--- config.mk ---
export PLATFORM = sky130hd
export DESIGN_NAME = uart_rx
export DESIGN_NICKNAME = d
export VERILOG_FILES = /design/src/rtl/uart_pkg.sv /design/src/rtl/uart_rx_sync2.sv /design/src/rtl/uart_rx.sv
export SDC_FILE = /design/constraint.sdc
export NUM_CORES = 1
export LEC_CHECK = 0
export ABC_AREA = 1
export ABC_CLOCK_PERIOD_IN_PS = 1240
export BUFFER_PORTS_ARGS = -buffer_cell sky130_fd_sc_hd__buf_2
export CORE_MARGIN = 2
export CORE_UTILIZATION = 52
export CTS_CLUSTER_SIZE = 16
export DETAILED_ROUTE_END_ITERATION = 12
export PLACE_DENSITY_LB_ADDON = 0.15
export SYNTH_ARGS = -nofsm -noshare
export SYNTH_HDL_FRONTEND = slang
export SYNTH_SLANG_ARGS = --single-unit
--- constraint.sdc ---
create_clock -name clk -period 1.24 [get_ports clk]
set_clock_uncertainty 0.1 [all_clocks]
set_input_delay 0.248 -clock clk [delete_from_list [all_inputs] [get_ports clk]]
set_output_delay 0.248 -clock clk [all_outputs]
set_load 0.05 [all_outputs]
--- src/rtl/uart_pkg.sv ---
// uart_pkg: shared UART types and defaults.
//   rx_state_t        - receiver FSM state encoding
//   DEF_CLKS_PER_BIT  - default oversampling ratio (clock cycles per bit)
//   DEF_DATA_BITS     - default data bits per frame
//   even_parity()     - even-parity bit for a default-width byte, used by
//                       the transmitter's parity generator
package uart_pkg;

    typedef enum logic [2:0] {
        IDLE,
        START,
        DATA,
        PARITY,
        STOP
    } rx_state_t;

    localparam int DEF_CLKS_PER_BIT = 16;
    localparam int DEF_DATA_BITS    = 8;

    // Returns the bit that makes the XOR over data and parity equal to 0.
    function automatic logic even_parity(input logic [DEF_DATA_BITS-1:0] d);
        return ^d;
    endfunction

endpackage

--- src/rtl/uart_rx_sync2.sv ---
// sync2: two-flop synchroniser for a single asynchronous input.
//   RST_VAL  - value both flops take during reset
//   clk      - system clock
//   n_rst    - asynchronous active-low reset
//   d_i      - asynchronous input
//   q_o      - synchronised output, two cycles of latency
module sync2 #(
    parameter logic RST_VAL = 1'b1
) (
    input  logic clk,
    input  logic n_rst,
    input  logic d_i,
    output logic q_o
);

    logic [1:0] ff_q;

    always_ff @(posedge clk or negedge n_rst) begin
        if (!n_rst) ff_q <= {2{RST_VAL}};
        else        ff_q <= {ff_q[0], d_i};
    end

    assign q_o = ff_q[1];

endmodule

--- src/rtl/uart_rx.sv ---
// uart_rx: UART receiver. Oversamples the serial line at CLKS_PER_BIT clocks
// per bit, samples each bit at its centre, and reports each frame with a
// one-cycle valid pulse plus parity and framing error flags.
//   Optional feature: define UART_RX_PARITY_EN to receive an even-parity bit
//   between the data bits and the stop bit; otherwise parity_err_o is 0.
// Ports:
//   clk           - system clock, rising edge
//   n_rst         - asynchronous active-low reset
//   rx_data_i     - serial line, idle high, asynchronous to clk
//   data_o        - last received data word, held until the next frame ends
//   valid_o       - one-cycle pulse when a frame completes
//   parity_err_o  - parity mismatch on last frame
//   frame_err_o   - stop bit sampled low on last frame
//   busy_o        - receiver is inside a frame (FSM not IDLE)
module uart_rx
    import uart_pkg::*;
#(
    parameter int CLKS_PER_BIT = DEF_CLKS_PER_BIT,
    parameter int DATA_BITS    = DEF_DATA_BITS
) (
    input  logic                 clk,
    input  logic                 n_rst,
    input  logic                 rx_data_i,
    output logic [DATA_BITS-1:0] data_o,
    output logic                 valid_o,
    output logic                 parity_err_o,
    output logic                 frame_err_o,
    output logic                 busy_o
);

    localparam int TW = $clog2(CLKS_PER_BIT);
    localparam int CW = $clog2(DATA_BITS + 1);

    localparam logic [TW-1:0] HALF_END = TW'(CLKS_PER_BIT / 2 - 1);
    localparam logic [TW-1:0] BIT_END  = TW'(CLKS_PER_BIT - 1);
    localparam logic [CW-1:0] LAST_BIT = CW'(DATA_BITS - 1);

    logic                 rx_sync;
    logic                 prev_q;
    rx_state_t            state_q;
    logic [TW-1:0]        tmr_q;
    logic [CW-1:0]        cnt_q;
    logic [DATA_BITS-1:0] shift_q;
    logic [DATA_BITS-1:0] data_q;
    logic                 valid_q;
    logic                 perr_q;
    logic                 ferr_q;
`ifdef UART_RX_PARITY_EN
    logic                 par_q;
`endif

    sync2 #(.RST_VAL(1'b1)) u_sync (
        .clk   (clk),
        .n_rst (n_rst),
        .d_i   (rx_data_i),
        .q_o   (rx_sync)
    );

    logic fall, tick_half, tick_bit;
    assign fall      = prev_q & ~rx_sync;
    assign tick_half = (tmr_q == HALF_END);
    assign tick_bit  = (tmr_q == BIT_END);

    always_ff @(posedge clk or negedge n_rst) begin
        if (!n_rst) begin
            prev_q  <= 1'b1;
            state_q <= IDLE;
            tmr_q   <= '0;
            cnt_q   <= '0;
            shift_q <= '0;
            data_q  <= '0;
            valid_q <= 1'b0;
            perr_q  <= 1'b0;
            ferr_q  <= 1'b0;
`ifdef UART_RX_PARITY_EN
            par_q   <= 1'b0;
`endif
        end else begin
            prev_q  <= rx_sync;
            valid_q <= 1'b0;
            case (state_q)
                IDLE: begin
                    tmr_q <= '0;
                    // A line that stays low after a break never produces
                    // another edge, so no frame restarts until it rises.
                    if (fall) begin
                        cnt_q   <= '0;
                        state_q <= START;
                    end
                end
                START: begin
                    if (tick_half) begin
                        tmr_q   <= '0;
                        state_q <= rx_sync ? IDLE : DATA;
                    end else begin
                        tmr_q <= tmr_q + 1'b1;
                    end
                end
                DATA: begin
                    if (tick_bit) begin
                        tmr_q   <= '0;
                        // LSB arrives first, so shifting in at the MSB
                        // leaves bit 0 in position 0 after the last sample.
                        shift_q <= {rx_sync, shift_q[DATA_BITS-1:1]};
                        if (cnt_q == LAST_BIT) begin
                            cnt_q <= '0;
`ifdef UART_RX_PARITY_EN
                            state_q <= PARITY;
`else
                            state_q <= STOP;
`endif
                        end else begin
                            cnt_q <= cnt_q + 1'b1;
                        end
                    end else begin
                        tmr_q <= tmr_q + 1'b1;
                    end
                end
`ifdef UART_RX_PARITY_EN
                PARITY: begin
                    if (tick_bit) begin
                        tmr_q   <= '0;
                        par_q   <= rx_sync;
                        state_q <= STOP;
                    end else begin
                        tmr_q <= tmr_q + 1'b1;
                    end
                end
`endif
                STOP: begin
                    if (tick_bit) begin
                        // Leave at mid-stop so a start edge half a bit later
                        // is caught for back-to-back frames.
                        tmr_q   <= '0;
                        state_q <= IDLE;
                        valid_q <= 1'b1;
                        data_q  <= shift_q;
                        ferr_q  <= ~rx_sync;
`ifdef UART_RX_PARITY_EN
                        perr_q  <= ^{shift_q, par_q};
`else
                        perr_q  <= 1'b0;
`endif
                    end else begin
                        tmr_q <= tmr_q + 1'b1;
                    end
                end
                default: state_q <= IDLE;
            endcase
        end
    end

    assign data_o       = data_q;
    assign valid_o      = valid_q;
    assign parity_err_o = perr_q;
    assign frame_err_o  = ferr_q;
    assign busy_o       = (state_q != IDLE);

endmodule
==> key figures, run 1 <==
Flow run
  – Max cap viols: 0

Place
  – I/O Buffers: 13
  – GPL Wtd Cong: 0.8620
  – Placed cell area: 1827 um2
  – DPL Wire Length: 2367 um

Clock tree
  – CTS buffer count: 5
  – # clock sinks: 32
  – Maximum root-to-sink buffer count: 2
  – Htree depth: 2
  – Reg clk slew, reported paths: 0.11 ns
  – Worst-skew pair later-pin latency: 0.36 ns
  – Root Buffer: clkbuf_4
  – TritonCTS clock tree: built

Run status
  – Status: finished with violations
  – Failing checks: setup timing

Worst setup path
  – Reg-to-Reg End: state_q[1]
  – Critical R2R Launch: tmr_q[0]
  – Setup crit start kind: flip-flop
  – Nature of the critical path endpoint: primary output
  – Req. time, crit path: 0.89 ns
  – Internal reg-to-reg setup slack: -0.26 ns
  – Depth of the worst register-to-register path: 7
  – Worst setup path class: reg2out
  – CP max FO: 2
  – Crit path DAT: 1.18 ns

Hold path
  – Worst Hold Class: in2async

Global route
  – Initial antenna violation count: 0
  – Vias in the first global route: 1,451
  – Largest net degree at the start of global routing: 17
  – Grt total ovfl: 0
  – First-pass GRT wire length: 6382 um
  – GRT Resource Usage Total: 0.2568

Logic synthesis
  – Syn_nets: 174
  – Area leader, netlist: dfrtp_1
  – Mapped Area: 1540 um2
  – Avg Inst Size Synth: 9.114 um2
  – Post-synthesis sequential area ratio: 0.5223
  – Share of the synthesized area in the top cell type: 0.4712
  – Synth area leaders: dfrtp_1 47%, nand2_1 7.8%, dfstp_2 5.1%
  – Synthesized instance count: 169
  – Post-synth cell types: 28
  – #FFs+latches synth: 32
  – Synth warn: 0

Pwr
  – Peak supply drop: 2474 uV
  – Pleak: 1.208 nW
  – Cell Pwr Density: 1656 nW/um2

Detailed routing
  – Via count: 1,421
  – Pre-Repair DR Iteration Count: 4
  – Final ANT Viol Nets: 0
  – Iter 0 DRT Violations: 86
  – DRC viols: 0
  – Avg Vias per Cell: 5.383
  – WL final: 4254 um
  – Routed wire per std cell: 16.11 um

Floorplanning
  – Placement Rows: 19
  – Die span in y: 58.43 um
  – Initial Utilization: 0.5538
  – Die Wd: 58.43 um
  – Core footprint: 2781 um2
  – Ports: 15
  – Die area: 3413 um2

Cells and area
  – Final Instance Area: 2328 um2
  – N_diodes: 0
  – Fraction of layout cells with a size suffix above 1: 0.5150
  – NumNets Final: 237
  – P&R area growth vs syn: 51.18%

Timing
  – Hold_ws: 0.2325 ns
  – Tcrit/Tclk final: 1.235
  – Endpoints failing setup: 37
  – Period minus WS final: 1.532 ns
  – Max-slew violations: 0
  – Fmax: 652.9 MHz
  – RSZ-0062 raised after global routing: true
  – Hold Vio Cnt, Final: 0
  – Setup ws final: -0.2916 ns
==> final cells by class <==
| class | count | area, um2 |
|---|---|---|
| clock buffer | 7 | 45.04 |
| clock inverter | 1 | 5.005 |
| fill | 143 | 452.9 |
| inverter | 24 | 107.6 |
| multi-input combinational | 111 | 807.0 |
| sequential | 32 | 805.8 |
| tap | 31 | 38.79 |
| timing repair buffer | 57 | 513.0 |
| timing repair inverter | 1 | 6.256 |
==> sequential cells by signal, indices dropped and copies added (netlist names) <==
| name | count |
|---|---|
| shift_q | 8 |
| valid_o | 1 |
| data_o | 8 |
| u_sync.ff_q | 2 |
| cnt_q | 4 |
| prev_q | 1 |
| state_q | 3 |
| frame_err_o | 1 |
| tmr_q | 4 |
==> critical path: stages, from the launching register on <==
cell and delay (ns):
dfrtp_2 0.44, nor2_4 0.18, nand2_8 0.06, buf_8 0.15
==> synth_stat cells <==
cell type / count
inv_2: 3
nand3_4: 1
nor2_2: 1
nand3b_1: 1
dfstp_2: 3
nand2_1: 32
buf_4: 1
nand2_4: 3
o211ai_1: 1
conb_1: 1
nand4_1: 5
nor2_8: 2
inv_6: 1
xnor2_1: 1
buf_6: 1
nor2_1: 17
a21oi_2: 2
o21ai_0: 8
dfrtp_1: 29
o21ai_1: 7
nor3_1: 1
nand2_2: 6
ha_1: 2
inv_1: 20
nor2_4: 1
nand3_1: 12
a21oi_1: 6
buf_12: 1
==> stage by stage <==
step	worst slack (ns)	TNS, ns	cells	power [mW]	utilization
2_1_floorplan	-0.1142	-1.481	169	2.312	-
3_3_place_gp	-0.1122	-1.832	233	2.694	0.6568
3_5_place_dp	-0.1824	-3.330	233	2.769	0.6568
4_1_cts	-0.2707	-4.419	255	3.733	0.7751
5_1_grt	-0.3258	-7.742	264	4.072	0.8372
6_report	-0.2916	-5.637	264	3.857	0.8372
==> how the worst max path moves through the flow <==
stage / start / to / cells after the start
floorplan: tmr_q[0] / frame_err_o / 7
global placement: tmr_q[0] / data_o[6] / 7
detailed placement: tmr_q[1] / data_o[4] / 7
CTS: state_q[1] / busy_o / 3
global route: tmr_q[0] / state_q[1] / 7
finish: state_q[1] / busy_o / 3
==> layer usage <==
metal	share of wire	up-vias	track usage
li1	-	663	-
met1	0.39	689	0.2863
met2	0.52	50	0.4302
met3	0.044	19	0.07692
met4	0.041	0	0.1561
met5	0	-	0
==> timing repair <==
action | in CTS | in global routing
endpoints found under the hold margin | 15 | 0
cloned | 2 | 0
setup buffers | 10 | 9
pin swaps | 9 | 7
setup endpoints to repair | 40 | 40
gates resized for setup | 48 | 27
hold buffers | 2 | 0
==> layout by cell type (no fill, tap or decap), types with 2 or more instances in the layout <==
master | Yosys | layout
buf_4 | 1 | 36
dfrtp_1 | 29 | 28
nand2_1 | 32 | 21
inv_1 | 20 | 18
buf_6 | 1 | 14
nand2_2 | 6 | 11
nand3_1 | 12 | 11
nor2_1 | 17 | 9
nor2_4 | 1 | 6
nand2_4 | 3 | 6
o21ai_1 | 7 | 5
o21ai_2 | 0 | 5
a21oi_2 | 2 | 5
nor2_2 | 1 | 5
o21ai_0 | 8 | 5
nand4_1 | 5 | 5
clkbuf_4 | 0 | 5
inv_2 | 3 | 3
nand2_8 | 0 | 3
dfstp_2 | 3 | 3
nor2_8 | 2 | 2
inv_8 | 0 | 2
inv_4 | 0 | 2
a21oi_4 | 0 | 2
clkbuf_1 | 0 | 2
dlygate4sd3_1 | 0 | 2
buf_2 | 0 | 2
buf_12 | 1 | 2
==> cells by family (layout without fill, tap and decap cells) <==
group	count (synthesis)	count (layout)	synth area share
other	1	1	0.002435
AOI/OAI and AO/OA	24	24	0.08449
DFF	32	32	0.5223
buffers and inverters	27	90	0.08692
and+or+nand+nor	82	83	0.2819
xor gates and xnor gates	1	1	0.005687
adders and majority gates	2	2	0.01624
==> report_power, final <==
group / total (mW) / leakage [nW] / switching [mW] / internal, mW
logic: 2.00 / 0.751 / 1.16 / 0.840
clock network: 0.589 / 0.0293 / 0.368 / 0.221
registers: 1.27 / 0.428 / 0.112 / 1.16
total: 3.86 / 1.21 / 1.64 / 2.22
Power figures use the tool's default switching activity.
==> run 2, diff against run 1 <==
--- a/config.mk
+++ b/config.mk
@@ -9,7 +9,7 @@
 export ABC_CLOCK_PERIOD_IN_PS = 1240
 export BUFFER_PORTS_ARGS = -buffer_cell sky130_fd_sc_hd__buf_2
 export CORE_MARGIN = 2
-export CORE_UTILIZATION = 52
+export CORE_UTILIZATION = 30
 export CTS_CLUSTER_SIZE = 16
 export DETAILED_ROUTE_END_ITERATION = 12
 export PLACE_DENSITY_LB_ADDON = 0.15
==> key figures, run 2 (synthesized netlist as in run 1, its figures left out) <==
Run status
  – Status: finished with violations (unchanged)
  – Failing checks: setup timing (unchanged)

Timing
  – Tcrit/Tclk final: 1.181 (was 1.235)
  – Period minus WS final: 1.464 ns (was 1.532 ns)
  – RSZ-0062 raised after global routing: true (unchanged)
  – Endpoints failing setup: 30 (was 37)
  – Hold Vio Cnt, Final: 0 (unchanged)
  – Setup ws final: -0.2240 ns (was -0.2916 ns)
  – Fmax: 683.1 MHz (was 652.9 MHz)
  – Max-slew violations: 0 (unchanged)

Global route
  – Met3 Resource Use GR: 0.04365 (was 0.07692)
  – First-pass GRT wire length: 6244 um (was 6382 um)
  – Initial antenna violation count: 0 (unchanged)
  – Top Usage Layer GRT: met2 (unchanged)
  – Met1 usage: 0.1682 (was 0.2863)
  – Vias in the first global route: 1,404 (was 1,451)
  – GR Layer Usage met2: 0.2647 (was 0.4302)
  – GRT Resource Usage Total: 0.1492 (was 0.2568)
  – Grt total ovfl: 0 (unchanged)
  – Largest net degree at the start of global routing: 21 (was 17)

Clock tree
  – # clock sinks: 32 (unchanged)
  – TritonCTS clock tree: built (unchanged)
  – Maximum root-to-sink buffer count: 2 (unchanged)
  – CTS buffer count: 5 (unchanged)
  – Root Buffer: clkbuf_8 (was clkbuf_4)
  – Worst-skew pair later-pin latency: 0.28 ns (was 0.36 ns)
  – Htree depth: 2 (unchanged)
  – Reg clk slew, reported paths: 0.06 ns (was 0.11 ns)

Worst setup path
  – Cell Chain, Critical Path: nor2_4, nand2_8, buf_8 (unchanged)
  – Req. time, crit path: 0.89 ns (about the same)
  – CP max FO: 3 (was 2)
  – Worst setup path startpoint: state_q[0] (was state_q[1])
  – Crit path DAT: 1.12 ns (was 1.18 ns)
  – CP Buf/Inv Count: 1 (unchanged)
  – Max incr delay on CP: 0.42 ns (was 0.44 ns)
  – Slowest CP cell: dfrtp_1 (was dfrtp_2)
  – Setup crit start kind: flip-flop (unchanged)
  – Critical R2R Launch: tmr_q[0] (unchanged)
  – Nature of the critical path endpoint: primary output (unchanged)
  – Cell family contributing the most delay on the critical path: flip-flops (unchanged)
  – Worst setup path class: reg2out (unchanged)

Cells and area
  – Most frequent cells in the layout: 28 x dfrtp_1, 26 x buf_4, 19 x nand2_1, 16 x inv_1, 16 x buf_6 (was 36 x buf_4, 28 x dfrtp_1, 21 x nand2_1, 18 x inv_1, 14 x buf_6)
  – P&R area growth vs syn: 62.55% (was 51.18%)
  – Final non-filler cell total: 299 (was 264)
  – Fraction of layout cells with a size suffix above 1: 0.5590 (was 0.5150)
  – Finished Core Util: 0.4965 (was 0.8372)
  – Leading cell type in the layout, fill and taps excluded: dfrtp_1 (was buf_4)
  – N_diodes: 0 (unchanged)
  – NumNets Final: 233 (was 237)

Pwr
  – Sw Ratio: 0.3842 (was 0.4242)
  – Sequential power share: 0.278 (was 0.330)
  – Peak supply drop: 1041 uV (was 2474 uV)
  – Int Power: 2.801 mW (was 2.221 mW)
  – Combinational power share: 0.509 (was 0.517)
  – Clock power frac: 0.213 (was 0.153)
  – Cell Pwr Density: 1817 nW/um2 (was 1656 nW/um2)
  – Pleak: 1.247 nW (was 1.208 nW)
  – Psw: 1.747 mW (was 1.636 mW)

Place
  – DPL Wire Length: 2414 um (was 2367 um)
  – Placed cells: 271 (was 233)
  – I/O Buffers: 13 (unchanged)
  – GPL Wtd Cong: 0.7814 (was 0.8620)

Detailed routing
  – Routed wire per std cell: 12.14 um (was 16.11 um)
  – Avg Vias per Cell: 4.435 (was 5.383)
  – DRC viols: 0 (unchanged)
  – Final ANT Viol Nets: 0 (unchanged)
  – Iter 0 DRT Violations: 60 (was 86)
  – Via count: 1,326 (was 1,421)
  – WL final: 3630 um (was 4254 um)
  – Pre-Repair DR Iteration Count: 4 (unchanged)

Floorplanning
  – Ports: 15 (unchanged)
  – Core footprint: 5042 um2 (was 2781 um2)
  – Placement Rows: 26 (was 19)
  – Die area: 5723 um2 (was 3413 um2)
  – Initial Utilization: 0.3055 (was 0.5538)
  – Die span in y: 75.65 um (was 58.43 um)
  – Die Wd: 75.65 um (was 58.43 um)

Hold path
  – Hold path startpoint: u_sync.ff_q[0]
  – Worst Hold Class: reg2reg (was in2async)

Flow run
  – Max cap viols: 0 (unchanged)
## run 2: cell count changes in the layout (fill, tap and decap cells not counted), sizes merged
cell,before,now
buf,55,51
bufinv,0,1
clkbuf,7,6
clkinv,1,2
inv,25,24
## run 2: repair_timing
action | CTS | global route
resized for setup | 46 | 53
endpoints found under the setup margin | 39 | 39
gates cloned | 2 | 0
hold buffers | 2 | 0
endpoints found under the hold margin | 13 | 0
setup buffers | 10 | 6
pin swaps | 11 | 21
## run 2: cell type report
type	count	area [um2]
timing repair buffer	53	520.5
clock inverter	2	35.03
sequential	32	805.8
clock buffer	6	72.57
tap	70	87.58
multi-input combinational	111	855.8
timing repair inverter	1	11.26
inverter	24	115.1
fill	462	2539
## run 2: stage by stage
step / hold slack (ns) / power [mW] / cell area [um2] / TNS [ns] / setup WS [ns]
floorplan: -0.1476 / 2.312 / 1577 / -1.481 / -0.1142
detailed placement: 0.06957 / 2.760 / 1893 / -3.610 / -0.2124
finish: 0.2574 / 4.548 / 2504 / -5.111 / -0.2240
CTS: 0.2604 / 4.119 / 2261 / -4.123 / -0.1996
global route: 0.2671 / 4.848 / 2504 / -7.120 / -0.2893
global placement: 0.06178 / 2.725 / 1893 / -2.359 / -0.1372
## run 2: path summary, 6_finish.rpt
| check | to | slack [ns] | cells after the start |
|---|---|---|---|
| max in group asynchronous | u_sync.ff_q[0] | 0.21 | 3 |
| min in group asynchronous | data_o[3] | 0.33 | 2 |
| max reg2reg | cnt_q[2] | -0.22 | 8 |
| min reg2reg | u_sync.ff_q[1] | 0.26 | 0 |
| min | u_sync.ff_q[1] | 0.26 | 0 |
| max | busy_o | -0.22 | 3 |
## run 2: metal layers
layer  wire length [um]  vias up
met5                  0        -
met4                 58        0
met3                108        7
met2               1922       15
met1               1540      646
li1                   -      658
## run 2: power groups by stage
stage	Clock, mW	Sequential [mW]	Combinational, mW
2_1_floorplan	0	1.32	0.995
3_3_place_gp	0	1.27	1.46
3_5_place_dp	0	1.28	1.48
4_1_cts	1.01	1.26	1.85
5_1_grt	1.07	1.28	2.50
6_report	0.967	1.26	2.32
